==> config.mk <==
export PLATFORM = sky130hd
export DESIGN_NAME = load_store_unit_flat
export DESIGN_NICKNAME = d
export VERILOG_FILES = /design/src/rtl/lsu_pkg.sv /design/src/rtl/load_store_unit_if.sv /design/src/rtl/load_store_unit.sv /design/src/flat_wrapper.sv
export SDC_FILE = /design/constraint.sdc
export NUM_CORES = 1
export LEC_CHECK = 0
export ABC_CLOCK_PERIOD_IN_PS = 1940
export CAP_MARGIN = 5
export CORE_AREA = 8 8 74 76
export DETAILED_ROUTE_END_ITERATION = 7
export DIE_AREA = 0 0 82 84
export MAX_ROUTING_LAYER = met4
export PLACE_DENSITY = 0.77
export SYNTH_ARGS = -nofsm -noshare
export SYNTH_HDL_FRONTEND = slang
export SYNTH_SLANG_ARGS = --single-unit
==> constraint.sdc <==
create_clock -name clk -period 1.94 [get_ports clk]
set_input_delay 0.388 -clock clk [delete_from_list [all_inputs] [get_ports clk]]
set_output_delay 0.388 -clock clk [all_outputs]
set_load 0.02 [all_outputs]
==> src/rtl/lsu_pkg.sv <==
// Shared types and constants for the load/store unit.
// The ACC_HI state exists only when LSU_WORD_ACCESS_EN is defined.
package lsu_pkg;

    localparam int LSU_ADDR_W = 8;
    localparam int LSU_DATA_W = 8;
    localparam int LSU_RESP_W = 16;

    typedef enum logic [1:0] {
        IDLE   = 2'd0,
        ACC_LO = 2'd1,
`ifdef LSU_WORD_ACCESS_EN
        ACC_HI = 2'd2,
`endif
        RESP   = 2'd3
    } state_e;

endpackage

==> src/rtl/load_store_unit_if.sv <==
// Core request/response channel plus byte-wide data-memory port.
// master = core, slave = load/store unit, memory = data memory.
interface load_store_unit_if;
    import lsu_pkg::*;

    logic                  req_valid;
    logic                  req_ready;
    logic                  req_we;
    logic                  req_word;
    logic [LSU_ADDR_W-1:0] req_addr;
    logic [LSU_RESP_W-1:0] req_wdata;

    logic                  resp_valid;
    logic                  resp_ready;
    logic [LSU_RESP_W-1:0] resp_rdata;
    logic                  resp_err;

    logic                  mem_write;
    logic [LSU_ADDR_W-1:0] mem_address;
    logic [LSU_DATA_W-1:0] mem_datain;
    logic [LSU_DATA_W-1:0] mem_dataout;

    modport master (
        output req_valid, req_we, req_word, req_addr, req_wdata, resp_ready,
        input  req_ready, resp_valid, resp_rdata, resp_err
    );

    modport slave (
        input  req_valid, req_we, req_word, req_addr, req_wdata, resp_ready,
        output req_ready, resp_valid, resp_rdata, resp_err,
        output mem_write, mem_address, mem_datain,
        input  mem_dataout
    );

    modport memory (
        input  mem_write, mem_address, mem_datain,
        output mem_dataout
    );

endinterface

==> src/rtl/load_store_unit.sv <==
// Load/store unit: byte or little-endian 16-bit accesses over a byte-wide memory.
// Define LSU_WORD_ACCESS_EN to enable 16-bit accesses; otherwise they are rejected with resp_err.
module load_store_unit
    import lsu_pkg::*;
#(
    parameter int ADDR_W = LSU_ADDR_W,
    parameter int DATA_W = LSU_DATA_W
) (
    input  logic             clk,
    input  logic             rst_n,
    load_store_unit_if.slave bus
);

    localparam int RESP_W = LSU_RESP_W;

    if (ADDR_W != 8) begin : g_addr_w_check
        $error("load_store_unit supports ADDR_W = 8 only");
    end
    if (DATA_W != 8) begin : g_data_w_check
        $error("load_store_unit supports DATA_W = 8 only");
    end

    state_e              state_q;
    state_e              state_d;
    logic                accept;

    logic                we_q;
    logic [ADDR_W-1:0]   addr_q;
    logic [DATA_W-1:0]   wdata_lo_q;
    logic [RESP_W-1:0]   rdata_q;
`ifdef LSU_WORD_ACCESS_EN
    logic                word_q;
    logic [DATA_W-1:0]   wdata_hi_q;
`else
    logic                err_q;
    logic                unused_wdata_hi;

    // Upper store byte has no destination when word accesses are disabled.
    assign unused_wdata_hi = ^bus.req_wdata[RESP_W-1:DATA_W];
`endif

    assign bus.req_ready = (state_q == IDLE);
    assign accept        = bus.req_valid && (state_q == IDLE);

    // NOTE: state registers use non-blocking assignments so every flop samples
    // the pre-edge value of its neighbours, independent of block ordering.
    always_ff @(posedge clk or negedge rst_n) begin
        if (!rst_n) begin
            state_q <= IDLE;
        end else begin
            state_q <= state_d;
        end
    end

    // NOTE: next-state defaults to the current state before the case so no
    // path leaves state_d unassigned and no latch is inferred.
    always_comb begin
        state_d = state_q;
        case (state_q)
            IDLE: begin
                if (accept) begin
`ifdef LSU_WORD_ACCESS_EN
                    state_d = ACC_LO;
`else
                    state_d = bus.req_word ? RESP : ACC_LO;
`endif
                end
            end
            ACC_LO: begin
`ifdef LSU_WORD_ACCESS_EN
                state_d = word_q ? ACC_HI : RESP;
`else
                state_d = RESP;
`endif
            end
`ifdef LSU_WORD_ACCESS_EN
            ACC_HI: state_d = RESP;
`endif
            RESP: begin
                if (bus.resp_ready) begin
                    state_d = IDLE;
                end
            end
            default: state_d = IDLE;
        endcase
    end

    // Request latch and read-data capture; mem_dataout is stable by the closing edge.
    always_ff @(posedge clk or negedge rst_n) begin
        if (!rst_n) begin
            we_q       <= 1'b0;
            addr_q     <= '0;
            wdata_lo_q <= '0;
            rdata_q    <= '0;
`ifdef LSU_WORD_ACCESS_EN
            word_q     <= 1'b0;
            wdata_hi_q <= '0;
`else
            err_q      <= 1'b0;
`endif
        end else begin
            case (state_q)
                IDLE: begin
                    if (accept) begin
                        we_q       <= bus.req_we;
                        addr_q     <= bus.req_addr;
                        wdata_lo_q <= bus.req_wdata[DATA_W-1:0];
                        rdata_q    <= '0;
`ifdef LSU_WORD_ACCESS_EN
                        word_q     <= bus.req_word;
                        wdata_hi_q <= bus.req_wdata[RESP_W-1:DATA_W];
`else
                        err_q      <= bus.req_word;
`endif
                    end
                end
                ACC_LO: begin
                    if (!we_q) begin
                        rdata_q[DATA_W-1:0] <= bus.mem_dataout;
                    end
                end
`ifdef LSU_WORD_ACCESS_EN
                ACC_HI: begin
                    if (!we_q) begin
                        rdata_q[RESP_W-1:DATA_W] <= bus.mem_dataout;
                    end
                end
`endif
                default: ;
            endcase
        end
    end

    // Memory strobes decode from state and latched request only, never from req_*.
    always_comb begin
        bus.mem_write   = 1'b0;
        bus.mem_address = '0;
        bus.mem_datain  = '0;
        case (state_q)
            ACC_LO: begin
                bus.mem_write   = we_q;
                bus.mem_address = addr_q;
                bus.mem_datain  = wdata_lo_q;
            end
`ifdef LSU_WORD_ACCESS_EN
            ACC_HI: begin
                bus.mem_write   = we_q;
                bus.mem_address = addr_q + ADDR_W'(1);
                bus.mem_datain  = wdata_hi_q;
            end
`endif
            default: ;
        endcase
    end

    assign bus.resp_valid = (state_q == RESP);
    assign bus.resp_rdata = (state_q == RESP) ? rdata_q : '0;
`ifdef LSU_WORD_ACCESS_EN
    assign bus.resp_err   = 1'b0;
`else
    assign bus.resp_err   = (state_q == RESP) && err_q;
`endif

endmodule

==> src/flat_wrapper.sv <==
// flat-port wrapper written by rule: the top's interface ports become plain ports
module load_store_unit_flat import lsu_pkg::*;
#(
    parameter int ADDR_W = LSU_ADDR_W,
    parameter int DATA_W = LSU_DATA_W
)
  (clk, rst_n, bus_req_valid, bus_req_we, bus_req_word, bus_req_addr, bus_req_wdata, bus_resp_ready, bus_req_ready, bus_resp_valid, bus_resp_rdata, bus_resp_err, bus_mem_write, bus_mem_address, bus_mem_datain, bus_mem_dataout);
  load_store_unit_if bus_i ();
  input  logic clk;
  input  logic rst_n;
  input wire logic [$bits(bus_i.req_valid)-1:0] bus_req_valid;
  input wire logic [$bits(bus_i.req_we)-1:0] bus_req_we;
  input wire logic [$bits(bus_i.req_word)-1:0] bus_req_word;
  input wire logic [$bits(bus_i.req_addr)-1:0] bus_req_addr;
  input wire logic [$bits(bus_i.req_wdata)-1:0] bus_req_wdata;
  input wire logic [$bits(bus_i.resp_ready)-1:0] bus_resp_ready;
  output wire logic [$bits(bus_i.req_ready)-1:0] bus_req_ready;
  output wire logic [$bits(bus_i.resp_valid)-1:0] bus_resp_valid;
  output wire logic [$bits(bus_i.resp_rdata)-1:0] bus_resp_rdata;
  output wire logic [$bits(bus_i.resp_err)-1:0] bus_resp_err;
  output wire logic [$bits(bus_i.mem_write)-1:0] bus_mem_write;
  output wire logic [$bits(bus_i.mem_address)-1:0] bus_mem_address;
  output wire logic [$bits(bus_i.mem_datain)-1:0] bus_mem_datain;
  input wire logic [$bits(bus_i.mem_dataout)-1:0] bus_mem_dataout;
  assign bus_i.req_valid = bus_req_valid;
  assign bus_i.req_we = bus_req_we;
  assign bus_i.req_word = bus_req_word;
  assign bus_i.req_addr = bus_req_addr;
  assign bus_i.req_wdata = bus_req_wdata;
  assign bus_i.resp_ready = bus_resp_ready;
  assign bus_req_ready = bus_i.req_ready;
  assign bus_resp_valid = bus_i.resp_valid;
  assign bus_resp_rdata = bus_i.resp_rdata;
  assign bus_resp_err = bus_i.resp_err;
  assign bus_mem_write = bus_i.mem_write;
  assign bus_mem_address = bus_i.mem_address;
  assign bus_mem_datain = bus_i.mem_datain;
  assign bus_i.mem_dataout = bus_mem_dataout;
  load_store_unit #(.ADDR_W(ADDR_W), .DATA_W(DATA_W)) u_core (.clk(clk), .rst_n(rst_n), .bus(bus_i));
endmodule
==> results by group <==
Run status
  • Outcome: finished clean

Logic synthesis
  • Post-synth ARST share: 100%
  • Top-area cell type share of the netlist area: 47.4%
  • Sequential-to-total area share from yosys stat: 47.4%
  • Largest family of logic cells by synthesized area: simple AND/OR/NAND/NOR gates
  • Post-Synth Simple-Gate Area: between 10% and 20%
  • Post-synthesis adder-cell area fraction: 0%
  • Post-synthesis compound-gate area fraction: slightly above 6%
  • Ranking of synthesized cells by area: dfrtp_1 47%, mux2_4 10%, and2_1 7.6%, mux2_2 6.1%, o221ai_1 4.7%
  • Mapped cell area: 0.00148 sq mm
  • Mean Syn Cell Area: 11.1 sq um
  • Post-synth EDFFs: 0
  • Synth unique cells: 24
  • Yosys top cell by area: dfrtp_1
  • Multiplexer share of the synthesized area: 16.3%
  • Yosys warns: 0
  • Synth Register Bits: 28
  • Cells after Synth: 133
  • Synth Flop Type: dfrtp_1
  • XOR/XNOR share of the synthesized area: 0%

Pwr
  • Int Pwr: 0.00201 W
  • Sw Pwr: 0.00123 W
  • Clock Power Share: 14.1%
  • Leakage dissipation: 1.02 nW
  • Share of power burned in registers: 31.8%
  • Worst VDD drop: roughly 600 uV
  • Logic pwr share: 54.1%
  • Power Density: 1520 mW/mm^2
  • Switching share of power: 37.9%

STA
  • Final Setup Violations: 0
  • Fmax: around 540 MHz
  • RSZ-0062 raised after global routing: no
  • Fin. Hold Viols: 0
  • Clock skew: 0.00474 ns
  • Max Slew Vio Count: 0
  • Final period util: 96.0%
  • Tmin final: 1.86 ns
  • Final setup TNS: 0 ns

Die
  • Die Ht: 84 um
  • Core ar.: 0.00426 sq mm
  • Row count: 24
  • Initial core utilization: 34.7%
  • Die Wd: 82 um
  • # IOs: 74
  • Die footprint: 0.00689 sq mm

Clock tree
  • CTS clock-pin slew for the worst setup and hold paths: 0.10 ns
  • Clock sinks: 28
  • TritonCTS clock tree: done
  • Cts hold-fix bufs: 0
  • H-tree depth: 1
  • TritonCTS buffer count: 3
  • CTS max path bufs: 2
  • Setup Buffers After CTS: 0
  • Clock root cell: clkbuf_8
  • Clock latency on the worst-skew pair: 0.27 ns

Cells and area
  • Final #Nets: 228
  • Layout area overhead: 44.3%
  • Antenna fix cells: 0
  • Layout cell share with drive strength beyond 1: 18.0%
  • Post-layout util: approximately half

Global routing
  • GRT Overall Usage: between 10 and 15%
  • Initial antenna violation count: 0
  • First-pass GRT wire length: ~5900 um
  • Largest net degree at the start of global routing: 32
  • Vias in the first global route: roughly 1200
  • Grt ovf: 0

Critical path
  • Critical path, cell by cell: and2b_4 > and2_1 > dlygate4sd2_1
  • Startpoint type of the worst setup path: flip-flop
  • Delay of the slowest cell on the worst path: 0.39 ns
  • Setup CP Type: reg2out
  • Critical path peak fanout: 17
  • Worst Setup End Kind: primary output
  • Critical Path RT: 1.55 ns
  • Slowest cell on the critical path: dfrtp_1
  • Crit path DAT: ~1.5 ns

Worst hold path
  • Worst hold path class: in2async

Routing
  • First-pass DRT Iterations: 4
  • Avg WL per Cell: roughly 15 um
  • Detailed router's first-iteration violation count: 71
  • Via density: ~4.7
  • Vias: ~1100
  • Total wire length: between 3000 and 4000 um
  • Final ANT Viol Nets: 0
  • Post-route DRC: 0

Place
  • Routability congestion estimate: 0.683
  • Detail Placement HPWL: roughly 2700 um
  • Number of port buffers: 57

Run
  • Max Cap Viol: 0
==> metal layers <==
metal  vias to the layer above  wire length, um  GRT usage, %
li1                        541                -             -
met5                         -                0             -
met2                        34             1810          18.1
met1                       544             1600          13.0
met3                         2              157          1.29
met4                         0               40          4.63
==> cells in the mapped netlist (2+ instances only) <==
| library cell | number |
|---|---|
| mux2_2 | 8 |
| o221ai_1 | 8 |
| and2_1 | 18 |
| clkbuf_1 | 5 |
| nand3_1 | 8 |
| and3_1 | 7 |
| mux2_4 | 10 |
| buf_4 | 9 |
| and3_2 | 2 |
| nand2_1 | 8 |
| dfrtp_1 | 28 |
| inv_1 | 8 |
| nand2b_1 | 2 |
| buf_2 | 2 |
==> cell families after synthesis <==
logic type / Yosys count
mux: 18
other cells: 1
compound gates: 11
buf+inv: 26
flops: 28
simple gates: 49
==> power by group through the flow <==
stage               combinational (W)  sequential (W)  clock (W)
global placement              0.00186         0.00102          0
floorplan                     0.00122         0.00101          0
finish                        0.00175         0.00103   0.000458
global route                  0.00191         0.00107   0.000493
detailed placement            0.00191         0.00103          0
CTS                           0.00176         0.00103   0.000471
==> state kept, by name (all words and copies together), names as in the netlist <==
signal,flops
u_core.addr_q,8
u_core.err_q,1
u_core.rdata_q,8
u_core.state_q,2
u_core.wdata_lo_q,8
u_core.we_q,1
==> cells in the final DEF (no fill, tap or decap), types with 2 or more instances in the layout <==
cell             netlist  routed
and2_1                18      18
and3_1                 7       7
and3_2                 2       2
buf_4                  9       4
clkbuf_8               0       3
clkdlybuf4s15_1        0      12
clkdlybuf4s50_1        0      29
conb_1                 1       8
dfrtp_1               28      28
dlygate4sd2_1          0      16
inv_1                  8       8
mux2_2                 8       8
mux2_4                10      10
nand2_1                8       8
nand2b_1               2       2
nand3_1                8       8
o221ai_1               8       8
==> metrics by stage <==
step | cells | hold WS (ns) | worst slack [ns] | total power [W] | cell area, sq um
5_1_grt | 241 | 0.505 | 0.000515 | 0.00347 | 2130
6_report | 241 | 0.490 | 0.0785 | 0.00324 | 2130
4_1_cts | 241 | 0.502 | 0.0265 | 0.00326 | 2120
2_1_floorplan | 140 | 0.0924 | 0.443 | 0.00223 | 1500
3_3_place_gp | 237 | 0.481 | 0.0484 | 0.00288 | 2080
3_5_place_dp | 237 | 0.484 | 0.0339 | 0.00294 | 2080
==> critical path, delay by kind of cell, from the launching register on <==
kind / cells / cell delay, ns
simple gates: 2 / 0.48
flops: 1 / 0.39
buf+inv: 1 / 0.33
==> repair_timing <==
action,4_1_cts,5_1_grt
gates resized for setup,30,12
hold endpoints to repair,0,0
setup endpoints to repair,28,12
==> area by class of cell <==
type | instances | area, sq um
clock buffer | 3 | 41.3
clock inverter | 1 | 30.0
fill | 404 | 2130
inverter | 8 | 30.0
multi-input combinational | 86 | 653
sequential | 28 | 701
tap | 52 | 65.1
timing repair buffer | 63 | 612
==> path summary, 6_finish.rpt <==
| path | endpoint | depth (start not counted) | slack (ns) | from |
|---|---|---|---|---|
| setup reg to reg | u_core.addr_q[5] | 4 | 0.45 | u_core.state_q[0] |
| min in group clk | u_core.addr_q[6] | 1 | 0.51 | u_core.addr_q[6] |
| max in group asynchronous | u_core.rdata_q[4] | 2 | 1.18 | rst_n |
| hold reg to reg | u_core.addr_q[6] | 1 | 0.51 | u_core.addr_q[6] |
| setup / recovery | bus_mem_datain[1] | 3 | 0.08 | u_core.state_q[1] |
| hold / removal | u_core.addr_q[6] | 2 | 0.49 | rst_n |
Power figures use the tool's default switching activity.
